**config.mk**
```make
export PLATFORM = sky130hd
export DESIGN_NAME = matrix_unpack_16
export DESIGN_NICKNAME = d
export VERILOG_FILES = /design/src/rtl/matrix_pkg.sv /design/src/rtl/matrix_unpack_16_lane_sel.sv /design/src/rtl/matrix_unpack_16.sv
export SDC_FILE = /design/constraint.sdc
export NUM_CORES = 1
export LEC_CHECK = 0
export CORE_ASPECT_RATIO = 0.5
export CORE_MARGIN = 2
export CORE_UTILIZATION = 35
export CTS_CLUSTER_SIZE = 12
export DETAILED_ROUTE_END_ITERATION = 8
export PLACE_DENSITY = 0.68
export SETUP_SLACK_MARGIN = 0.02
export SLEW_MARGIN = 40
export SYNTH_ARGS = -nofsm -noshare
export SYNTH_HDL_FRONTEND = slang
export SYNTH_SLANG_ARGS = --single-unit
```
**constraint.sdc**
```tcl
create_clock -name clk -period 15.6 [get_ports clk]
set_input_delay 2.34 -clock clk [delete_from_list [all_inputs] [get_ports clk]]
set_output_delay 2.34 -clock clk [all_outputs]
set_load 0.005 [all_outputs]
```
**src/rtl/matrix_pkg.sv**
```systemverilog
// Shared constants and FSM state type for the matrix adder's packer/unpacker pair.
package matrix_pkg;
  localparam int LANES = 16;
  localparam int W     = 16;
  localparam int VEC_W = LANES * W;

  typedef enum logic {
    IDLE,
    STREAM
  } state_e;
endpackage

```
**src/rtl/matrix_unpack_16_lane_sel.sv**
```systemverilog
// Combinational lane mux: picks element sel_i of a packed vector, element 0 in the MSBs.
module lane_sel #(
  parameter int LANES = 16,
  parameter int W     = 16
) (
  input  logic [LANES*W-1:0]         vec_i,
  input  logic [$clog2(LANES)-1:0]   sel_i,
  output logic [W-1:0]               lane_o
);
  always_comb begin
    lane_o = vec_i[(LANES - 1 - int'(sel_i)) * W +: W];
  end
endmodule

```
**src/rtl/matrix_unpack_16.sv**
```systemverilog
// Unpacks one 256-bit result vector into 16 sequential 16-bit elements, MSB lane first.
module matrix_unpack_16
  import matrix_pkg::*;
#(
  parameter int LANES = 16,
  parameter int W     = 16
) (
  input  logic                       clk,
  input  logic                       rst,
  input  logic [LANES*W-1:0]         in_data,
  input  logic                       in_valid,
  output logic                       in_ready,
  output logic [W-1:0]               out_data,
  output logic [$clog2(LANES)-1:0]   out_index,
  output logic                       out_last,
  output logic                       out_valid,
  input  logic                       out_ready,
  output logic                       busy
);
  localparam int IW = $clog2(LANES);
  localparam logic [IW-1:0] LAST_IDX = IW'(LANES - 1);

  state_e               state_q, state_d;
  logic [LANES*W-1:0]   buf_q, buf_d;
  logic [IW-1:0]        idx_q, idx_d;
  logic                 at_last;

  assign at_last = (idx_q == LAST_IDX);

  always_ff @(posedge clk or posedge rst) begin
    if (rst) begin
      state_q <= IDLE;
      buf_q   <= '0;
      idx_q   <= '0;
    end else begin
      state_q <= state_d;
      buf_q   <= buf_d;
      idx_q   <= idx_d;
    end
  end

  // A new vector may load either from IDLE or on the final transfer, so streams run back-to-back.
  always_comb begin
    state_d = state_q;
    buf_d   = buf_q;
    idx_d   = idx_q;
    if (in_valid && in_ready) begin
      buf_d   = in_data;
      idx_d   = '0;
      state_d = STREAM;
    end else if (state_q == STREAM && out_ready) begin
      if (at_last) begin
        idx_d   = '0;
        state_d = IDLE;
      end else begin
        idx_d = idx_q + 1'b1;
      end
    end
  end

  always_comb begin
    in_ready  = 1'b1;
    out_valid = 1'b0;
    out_last  = 1'b0;
    if (state_q == STREAM) begin
      in_ready  = out_ready && at_last;
      out_valid = 1'b1;
      out_last  = at_last;
    end
    busy      = out_valid;
    out_index = idx_q;
  end

  lane_sel #(
    .LANES (LANES),
    .W     (W)
  ) u_lane_sel (
    .vec_i  (buf_q),
    .sel_i  (idx_q),
    .lane_o (out_data)
  );
endmodule

```
==> flow_summary.ini, run 1 <==
[logic_synthesis]
synth-compound-area-share = 0.0322
synthCells = 738
synthSimpleGateAreaFrac = 0.0118
synth_mux_area_frac = 0.366
syn_avg_cell_area_um2 = 16.0
synth_nets = 999
syn_area_um2 = 11800
ys_ff_latch = 261
synthAdderAreaFrac = 0.00106
yosysSeqAreaShare = 0.552
yosys_warnings = 0
synthDistinctLibCells = 32
synth-xor-area-share = 0
synth_top_family_by_area = multiplexers

[global_route]
grt_pass1_vias = 8222
met2_usage = 0.337
track_usage = 0.185
grt_pass1_wl_mm = 49.5
grt-busiest-layer = met2
antenna_found_initial = 10
grt_remaining_overflow = 0
met3_usage = 0.0314
grt_start_max_net_pins = 114
use_met1 = 0.218

[sta]
max_slew_margin = 0.482
setup_ws_ns = 9.39
grt_setup_unrepaired = false
post-route-period-util = 0.398
slew_violations = 0
fin_tns_setup_ns = 0
timing.final.hold_violations = 0
tightest_slew_ns = 0.776
max_clock_freq_ghz = 0.161
period_needed_ns = 6.21
setup_viol = 0
fin_skew_ns = 0.0119

[power]
p_leak_nw = 6.49
p_per_area_nw_per_um2 = 180
power_mw = 2.83
ir_drop_mv = 0.100

[critical_path]
critPathMostFrequentCell = clkdlybuf4s50_1
cp-end-kind = primary output
crit_path_start_kind = input pin
r2r_start = out_index[1]
cp.required_ns = 13.26
crit_fanout = 7
ff2ff_setup_slack_ns = 12.07
cp_data_arrival_time_ns = 3.87
crit_slowest_cell = clkdlybuf4s50_1
slowest_delay_ns = 0.59
path_class = input pin to primary output
path_cells = clkdlybuf4s50_1, nand4_1, nand2_1, clkdlybuf4s50_1
ff2ff_path_depth = 7
r2r_end = buf_q[97]

[floorplanning]
core-area_um2 = 33200
die-width_um = 264
std_cell_rows = 47
io_pins = 284
die_area_um2 = 35400
die_y_um = 134
initial_core_util = 0.357

[drt]
drtPass1Iterations = 4
drc = 0
drtIter0Drc = 307
routedWlPerCell_um = 22.0
ant_nets = 0
viasPerCell = 5.02
vias = 7375
wirelength_mm = 32.4

[clocking]
cts.hold.buffers_added = 0
cts_sinks = 261
clk_pin_slew_ns = 0.06
post_cts_resized = 0
clk_latency_ns = 0.54
tritoncts = done
root_buffer = clkbuf_16
numCtsBuffers = 27
htreeDepth = 1
clockBufferDepth = 3
post_cts.repair.setup_buffers = 0

[hold_path]
hold_end = buf_q[188]
min_path_cells = 1
hold_class = flip-flop to flip-flop
holdCritStartpoint = buf_q[188]

[cells_and_area]
drive_gt1_frac = 0.150
syn2layout_area_growth_pct = 32.8
post-route-util = 0.474
sequential_cell_area_um2 = 6540
final_cells = 1470
nets = 1266
nFillCells = 2914
multi_input_area_um2 = 4870

[placement]
pre_cts_ws_ns = 9.40
io_buffers = 283
place_hpwl_mm = 24.0
gp_congestion = 0.781
dpl.cell_count = 1417

[run]
cap_violations = 0

[outcome]
status = completed
layer usage:
metal,part of all wire,up-vias
met5,0.00022,-
met4,0.036,2
met3,0.046,60
met2,0.54,144
met1,0.38,3868
li1,-,3301
flip-flops by register name, summed over array words and instances (netlist names):
register / count
out_index: 4
buf_q: 256
state_q: 1
cell type report:
cell class | instances | share of cell area
diodes | 9 | 0.00143
clock buffers | 39 | 0.0464
clock inverters | 5 | 0.00517
inverters | 2 | 0.00127
multi-input cells | 421 | 0.309
flip-flops and latches | 261 | 0.416
well taps | 441 | 0.0351
repair buffers | 292 | 0.185
worst max-delay path, delay by kind of cell:
| family | cells | cell delay (ns) |
|---|---|---|
| buffers and inverters | 2 | 1.11 |
| and+or+nand+nor | 2 | 0.41 |
kinds of logic after synthesis:
family,after synthesis
muxes,335
DFF,261
AOI/OAI and AO/OA,56
buffers and inverters,56
and+or+nand+nor,29
adders and majority gates,1
cell usage after synthesis:
master,count,area [µm²]
mux2_2,55,619
a311oi_1,1,8.76
inv_1,2,7.51
o221ai_1,1,8.76
mux4_2,50,1130
nand3_1,3,15.0
or2_2,2,12.5
nand2b_1,4,25.0
a21oi_4,1,16.3
nor2b_1,1,6.26
a22oi_1,7,52.6
nand2_1,6,22.5
and2_1,1,6.26
and4_1,1,8.76
o21ai_0,3,15.0
mux2i_1,1,10.0
mux2_1,229,2580
a21oi_1,1,5.00
buf_2,12,60.1
nand4_1,1,6.26
buf_4,7,52.6
nor2_1,10,37.5
a21o_1,1,7.51
o22ai_1,32,200
buf_8,1,15.0
o31ai_1,8,60.1
clkbuf_1,8,30.0
a21boi_0,1,7.51
buf_6,24,270
buf_1,2,7.51
dfrtp_1,261,6530
ha_1,1,12.5
layout by cell type, fill, tap and decap left out, types with 2 or more instances in the layout:
cell	count
a22oi_1	7
buf_4	5
buf_6	3
bufinv_16	2
clkbuf_1	11
clkbuf_16	27
clkbuf_8	2
clkdlybuf4s50_1	283
dfrtp_1	259
dfrtp_4	2
diode_2	9
mux2_1	229
mux2_2	55
mux4_2	50
nand2_1	6
nand2b_1	4
nand3_1	3
nor2_1	10
o21ai_0	3
o22ai_1	32
o31ai_1	8
or2_2	2
worst max-delay path by stage:
stage	from	end
floorplan	rst	buf_q[0]
finish	out_ready	in_ready
CTS	out_ready	in_ready
detailed placement	out_ready	in_ready
global route	out_ready	in_ready
global placement	out_ready	in_ready
report_power, final:
| group | switching, mW | internal, mW |
|---|---|---|
| registers | 0.193 | 1.02 |
| logic | 0.407 | 0.597 |
| clock network | 0.261 | 0.355 |
| total | 0.861 | 1.97 |
metrics by stage:
step                      area [µm²]  hold slack [ns]
final                          15700            0.479
after global routing           15700            0.494
after CTS                      15700            0.483
after detailed placement       14900            0.468
after global placement         14900            0.461
after floorplan                11800            0.452
(Power assumes the default switching activity.)
==> run 2: changes to the inputs <==
clock period = 6.5 ns   (was 15.6 ns; I/O delays follow)
==> run 2 against run 1 <==
  * Critical path depth increased by 1
  * Clock skew up 0.011 ns
  * Non-clock buffer count grew 3
  * Clock power increased by 140%
  * Flip-flop and latch count stayed put
  * First-iteration DRC count increased by 1.6%
  * Register-to-register slack worse by 9.0 ns
  * Global-route usage about the same
  * Cell area rose by 0.65%
  * Core utilization grew 0.31 points
  * Die area is the same
  * Worst hold slack hardly changed
  * Largest cell class unchanged
==> flow_summary.ini, run 2 (synthesis gave the netlist of run 1 again) <==
[clocking]
clk_latency_ns = 0.54
root_buffer = clkbuf_16
tritoncts = done
post_cts_resized = 0
cts_sinks = 261
post_cts.repair.setup_buffers = 0
clockBufferDepth = 3
clk_pin_slew_ns = 0.06
numCtsBuffers = 27
cts.hold.buffers_added = 0
htreeDepth = 1

[floorplanning]
die_y_um = 134
core-area_um2 = 33200
die_area_um2 = 35400
std_cell_rows = 47
die-width_um = 264
initial_core_util = 0.357
io_pins = 284

[drt]
routedWlPerCell_um = 22.1
wirelength_mm = 32.5
drtIter0Drc = 312
ant_nets = 0
vias = 7316
drtPass1Iterations = 4
drc = 0
viasPerCell = 4.97

[sta]
fin_skew_ns = 0.0225
fin_tns_setup_ns = 0
slew_violations = 0
period_needed_ns = 4.04
hold-worst-slack_ns = 0.479
post-route-period-util = 0.621
setup_viol = 0
max_slew_margin = 0.490
tightest_slew_ns = 0.766
setup_ws_ns = 2.46
grt_setup_unrepaired = false
timing.final.hold_violations = 0
max_clock_freq_ghz = 0.248

[global_route]
track_usage = 0.186
grt_pass1_wl_mm = 49.6
grt_pass1_vias = 8301
grt_start_max_net_pins = 156
grt_remaining_overflow = 0
antenna_found_initial = 8

[critical_path]
cp.required_ns = 5.52
path_cells = buf_12, mux4_2, o22ai_1, nor2_1, clkdlybuf4s50_1
crit_path_start_kind = flip-flop
slowest_delay_ns = 0.63
path_class = flip-flop to primary output
path_buf_inv = 2
crit_fanout = 22
cp_data_arrival_time_ns = 3.06
cp-end-kind = primary output
crit_slowest_cell = dfrtp_4
cp_top_family = buffers and inverters

[cells_and_area]
regMostFlops = buf_q
nets = 1269
drive_gt1_frac = 0.154
largest_reg_flops = 256
layout_common_cells = clkdlybuf4s50_1 (283), dfrtp_1 (259), mux2_1 (229)
syn2layout_area_growth_pct = 33.7
final_common_cell = clkdlybuf4s50_1
nFillCells = 2869

[outcome]
status = completed

[power]
p_leak_nw = 6.54
ir_drop_mv = 0.184
p_per_area_nw_per_um2 = 428

[placement]
pre_cts_ws_ns = 2.67
io_buffers = 283
place_hpwl_mm = 24.3
gp_congestion = 0.811

[hold_path]
hold_class = flip-flop to flip-flop

[run]
cap_violations = 0
## run 2: area by class of cell
type / instances / area (µm²) / share of cell area
Clock buffer: 39 / 751 / 0.0474
Clock inverter: 5 / 53.8 / 0.00340
Inverter: 2 / 11.3 / 0.000711
Antenna cell: 7 / 17.5 / 0.00111
Tap cell: 441 / 552 / 0.0348
Multi-Input combinational cell: 421 / 4870 / 0.307
Timing Repair Buffer: 295 / 3040 / 0.192
Sequential cell: 261 / 6540 / 0.413
## run 2: stage by stage
stage           util  cell area, µm²  total power [mW]  std cells
2_1_floorplan      -           11800              4.32        738
3_3_place_gp   0.448           14900              5.24       1414
3_5_place_dp   0.452           15000              5.39       1419
4_1_cts        0.476           15800              6.86       1463
5_1_grt        0.477           15800              7.18       1471
6_report       0.477           15800              6.77       1471
## run 2: routing by layer
layer | GRT usage | routed length (µm) | up-vias
li1 | - | - | 3311
met1 | 0.216 | 12600 | 3831
met2 | 0.344 | 17600 | 116
met3 | 0.0323 | 1170 | 56
met4 | 0.0707 | 1080 | 2
met5 | 0 | 13 | -
## run 2: power by group
| group | total, mW | switching [mW] | internal (mW) |
|---|---|---|---|
| sequential | 2.87 | 0.430 | 2.44 |
| combinational | 2.45 | 0.986 | 1.46 |
| clock | 1.46 | 0.622 | 0.833 |
| total | 6.77 | 2.04 | 4.74 |
## run 2: final timing paths
check,endpoint,depth (start not counted),slack (ns),start
worst max-delay path,out_data[5],5,2.46,out_index[0]
worst min-delay path,buf_q[149],1,0.48,buf_q[149]
worst max register to register,buf_q[234],7,3.07,out_index[0]
worst min register to register,buf_q[149],1,0.48,buf_q[149]
max in group asynchronous,out_index[0],4,4.57,rst
min in group asynchronous,buf_q[230],3,0.95,rst
